<file path="src/rtl/shift_register_pkg.sv">
// Shared constants for the serial-in / parallel-out shift register.
package shift_register_pkg;

    // Default register width in bits.
    localparam int unsigned SHIFT_REG_DEFAULT_WIDTH = 8;

    // Default value loaded on reset; widened to WIDTH bits at the point of use.
    localparam int unsigned SHIFT_REG_DEFAULT_RESET_VALUE = 0;

endpackage : shift_register_pkg

</file>
<file path="src/rtl/shift_register.sv">
// Serial-in / parallel-out left-shift register with synchronous reset.
// New bits enter at bit 0. The bit leaving the top is dropped.
// The reset input is named reset_n but is active-high: 1 resets the register.
module shift_register
    import shift_register_pkg::*;
#(
    parameter int unsigned      WIDTH       = SHIFT_REG_DEFAULT_WIDTH,
    parameter logic [WIDTH-1:0] RESET_VALUE = WIDTH'(SHIFT_REG_DEFAULT_RESET_VALUE)
) (
    input  logic             clk,
    input  logic             reset_n,
    input  logic             data_in,
    input  logic             shift_enable,
    output logic [WIDTH-1:0] data_out
);

    // A width below 2 leaves no bits to carry across a shift.
    if (WIDTH < 2) begin : g_width_check
        $error("shift_register: WIDTH must be >= 2");
    end

    logic [WIDTH-1:0] data_d;
    logic [WIDTH-1:0] data_q;

    // Next state: shift left when enabled, otherwise hold.
    always_comb begin
        data_d = data_q;
        if (shift_enable) begin
            data_d = {data_q[WIDTH-2:0], data_in};
        end
    end

    // Register update; reset takes priority over shift and hold.
    always_ff @(posedge clk) begin
        if (reset_n) begin
            data_q <= RESET_VALUE;
        end else begin
            data_q <= data_d;
        end
    end

    assign data_out = data_q;

endmodule : shift_register

</file>
<file path="config.mk">
export PLATFORM = sky130hd
export DESIGN_NAME = shift_register
export DESIGN_NICKNAME = d
export VERILOG_FILES = /design/src/rtl/shift_register_pkg.sv /design/src/rtl/shift_register.sv
export SDC_FILE = /design/constraint.sdc
export NUM_CORES = 1
export LEC_CHECK = 0
export BUFFER_PORTS_ARGS = -buffer_cell sky130_fd_sc_hd__buf_2
export CORE_AREA = 3 3 40 42
export DETAILED_ROUTE_END_ITERATION = 8
export DIE_AREA = 0 0 43 45
export GPL_ROUTABILITY_DRIVEN = 0
export SYNTH_ARGS = -nofsm -noshare
export SYNTH_HDL_FRONTEND = slang
export SYNTH_SLANG_ARGS = --single-unit
export TNS_END_PERCENT = 1
</file>
<file path="constraint.sdc">
create_clock -name clk -period 0.8 [get_ports clk]
set_input_delay 0.08 -clock clk [delete_from_list [all_inputs] [get_ports clk]]
set_output_delay 0.08 -clock clk [all_outputs]
set_load 0.005 [all_outputs]
</file>
After elaboration in Yosys (flattened, before gate mapping)
Cells that the tools add are included.
{"block": "word_totals", "out_inout_bits": 8, "elab_cells": 1, "regBits": 8, "inputBits": 4}

Depth between registers and ports, before layout
{"block": "logic_depth", "depth_word": 0, "depth_mapped": 3, "mapped_depth_nobuf": 2}

Worst setup path after synthesis
Ideal clock, no wire load.
{"block": "synth_timing", "kind": "register to register", "start": "reg data_q[0] (netlist: data_out[0])", "end": "reg data_q[1] (netlist: data_out[1])", "synth_period_minus_slack_ns": 0.592, "path_buffers": 0, "setup_slack_ns": 0.208, "t_arrival_ns": 0.468, "stages_incl_launch_ff": 3, "setup_ns": 0.124, "required_ns": 0.676, "cell_sequence": "dfxtp_1 mux2i_1 nor2_1"}
{"element": "start: declaration", "line": "shift_register.sv:23", "text": "logic [WIDTH-1:0] data_q;"}
{"element": "start signal: assignment", "line": "shift_register.sv:38", "text": "data_q <= data_d;"}

Worst setup path after layout
{"block": "layout_timing", "start": "reg data_q[3] (netlist: data_out[3])", "end": "out data_out[3]"}
{"element": "end: declaration", "line": "shift_register.sv:14", "text": "output logic [WIDTH-1:0] data_out"}
No word-level cell between the ends.

==> metrics <==
Largest stage delay, worst path=about 0.32 ns; Mapped Cells=26; clock latency on the worst-skew pair=0.25 ns; worst hold slack=~0.08 ns; RSZ-0062 raised after global routing=true; drt wl/cell=approximately 10 µm; Crit. End Element=output port; GR Util All Layers=0.0635; Clock transition at path regs=0.05 ns; instance area at placement=between 300 and 400 µm²; Site Rows=13; family with the most delay on the worst path=flip-flops; diode count=0; sequential fraction of design power=0.540; register bit count reported by yosys=8; Residual DRC=0; Root Buffer=clkbuf_4; crit path max fanout=3; htree depth=1; maximum vdd drop=around 0.85 mV; Slew @ Worst Pin=about 0.23 ns; combinational share of power=0.062; 1st-iter DRT viols=0; Worst Skew=0.00167 ns; Synth Warn #=0; final setup fails=0; register area share after synthesis=0.561; pre-CTS WS=0.103 ns; Setup WS post-layout=roughly 0.030 ns; first-pass GRT wire length=841 µm; largest net degree at the start of global routing=9; CTS Buffer Depth=2; post-synthesis cell type with the largest combined area=dfxtp_1; Post-Syn Area=~290 µm²; Chip Height=about 45 µm; Final Hold Fails=0; die area=between 1500 and 2000 µm²; synth unique cells=5; detailed-route wire length=between 500 and 600 µm; Port Buffers=11; share of post-route cells with drive strength above 1=0.590; CTS tree=built; GRT overflow=0; Syn Nets=30; Setup CP Type=flop to output port; outcome=finished clean; Reg2Reg Setup Slack=approximately 0.08 ns; Core Area=1280 µm²; TritonCTS buffer count=3; leakage power figure=0.000203 µW; synth top area cells=dfxtp_1 (56%), mux2i_1 (28%), nor2_1 (11%), buf_6 (3.9%), buf_1 (1.3%); Max Slew Vio Count=0; total number of vias=224; Hold WC Path Type=primary input to flop; Synth top area share=0.561; vias in the first global route=between 150 and 200; Mapped Avg Cell Area=about 11 µm²; vias per std cell=4.15; Arrival @ worst endpoint=~0.69 ns; non-filler instance count after layout=54; CP required=0.72 ns; initial antenna violation count=0; clock share of power=0.398; Starting Density=0.222; MaxCap Viol Count=0; final total power=761 µW; Worst setup SP type=flop; Layout Nets=45; Synth-to-Final Area Change=36.8%; WP buf/inv=1; Die Wd=43 µm; Hold Buf Count CTS=0; Tmin final=slightly below 0.8 ns; Max Fclk=1300 MHz; cell area after layout=390 µm²; cell area power density=1950 nW/µm²; Worst slew margin=0.845; crit-path cells=buf_2; internal power=602 µW; switch share=0.208; IO Count=12; CTS sink count=8; Final period util=0.962; max reg flops=8; slowest cell on the critical path=dfxtp_2; First-pass DRT Iterations=1; dpl cells=50; Fillers=144; antenna-violating nets left=0; HPWL Detailed=approximately 420 µm; switching pwr=approximately 160 µW
==> power groups by stage <==
stage	sequential (µW)	clock [µW]	combinational [µW]
after floorplan	418	0	32.1
after global placement	418	0	43.6
after detailed placement	418	0	43.7
after CTS	411	320	44.2
after global routing	411	341	52.0
final	411	303	47.4
==> per-layer routing <==
layer	vias up	routed length, µm	part of all wire	global-route usage
met5	-	0	0	0
met4	0	15	0.027	0.0723
met3	2	58	0.10	0.0319
met2	10	227	0.40	0.0778
met1	100	265	0.47	0.0730
li1	112	-	-	-
==> cells by family (layout without fill, tap and decap cells) <==
group / count (synthesis) / in the layout / synth area share
flip-flops: 8 / 8 / 0.561
AND/OR/NAND/NOR: 8 / 8 / 0.105
multiplexers: 8 / 8 / 0.281
buffers and inverters: 2 / 15 / 0.0526
==> placed cells by master, fill, tap and decap left out <==
| master | synthesis | layout |
|---|---|---|
| buf_2 | 0 | 10 |
| mux2i_1 | 8 | 8 |
| nor2_1 | 8 | 8 |
| dfxtp_2 | 0 | 8 |
| clkbuf_4 | 0 | 3 |
| buf_6 | 1 | 1 |
| buf_4 | 0 | 1 |
==> worst register-to-register path: cells and delay by family, from the launching register on <==
family	cells	cell delay (ns)
buf+inv	1	0.13
mux	1	0.12
flops	1	0.31
simple gates	1	0.05
==> synthesized netlist by cell type <==
library cell,n
buf_6,1
buf_1,1
nor2_1,8
mux2i_1,8
dfxtp_1,8
==> per-stage QoR <==
step / utilization / setup TNS (ns)
after global routing: 0.304 / -0.00440
after CTS: 0.292 / 0
after global placement: 0.268 / 0
after floorplan: - / 0
final: 0.304 / 0
after detailed placement: 0.268 / 0
==> repair_timing <==
| item | in CTS | in global routing |
|---|---|---|
| setup endpoints to repair | 7 | 4 |
| buffers inserted | 0 | 1 |
| pin swaps | 0 | 0 |
| gates resized for setup | 7 | 2 |
==> path summary, 6_finish.rpt <==
check,endpoint,from,cells past startpoint
setup / recovery,data_out[3],data_out[3],1
hold / removal,data_out[0],data_in,3
hold reg to reg,data_out[7],data_out[7],2
setup reg to reg,data_out[3],data_out[2],3
==> final cells by class <==
| class | instances | area (µm²) | share of cell area |
|---|---|---|---|
| well taps | 15 | 18.8 | 0.0481 |
| repair buffers | 12 | 68.8 | 0.176 |
| multi-input cells | 16 | 110 | 0.282 |
| clock buffers | 3 | 22.5 | 0.0577 |
| flip-flops and latches | 8 | 170 | 0.436 |
Note: power is estimated with default switching activity, not from simulation.
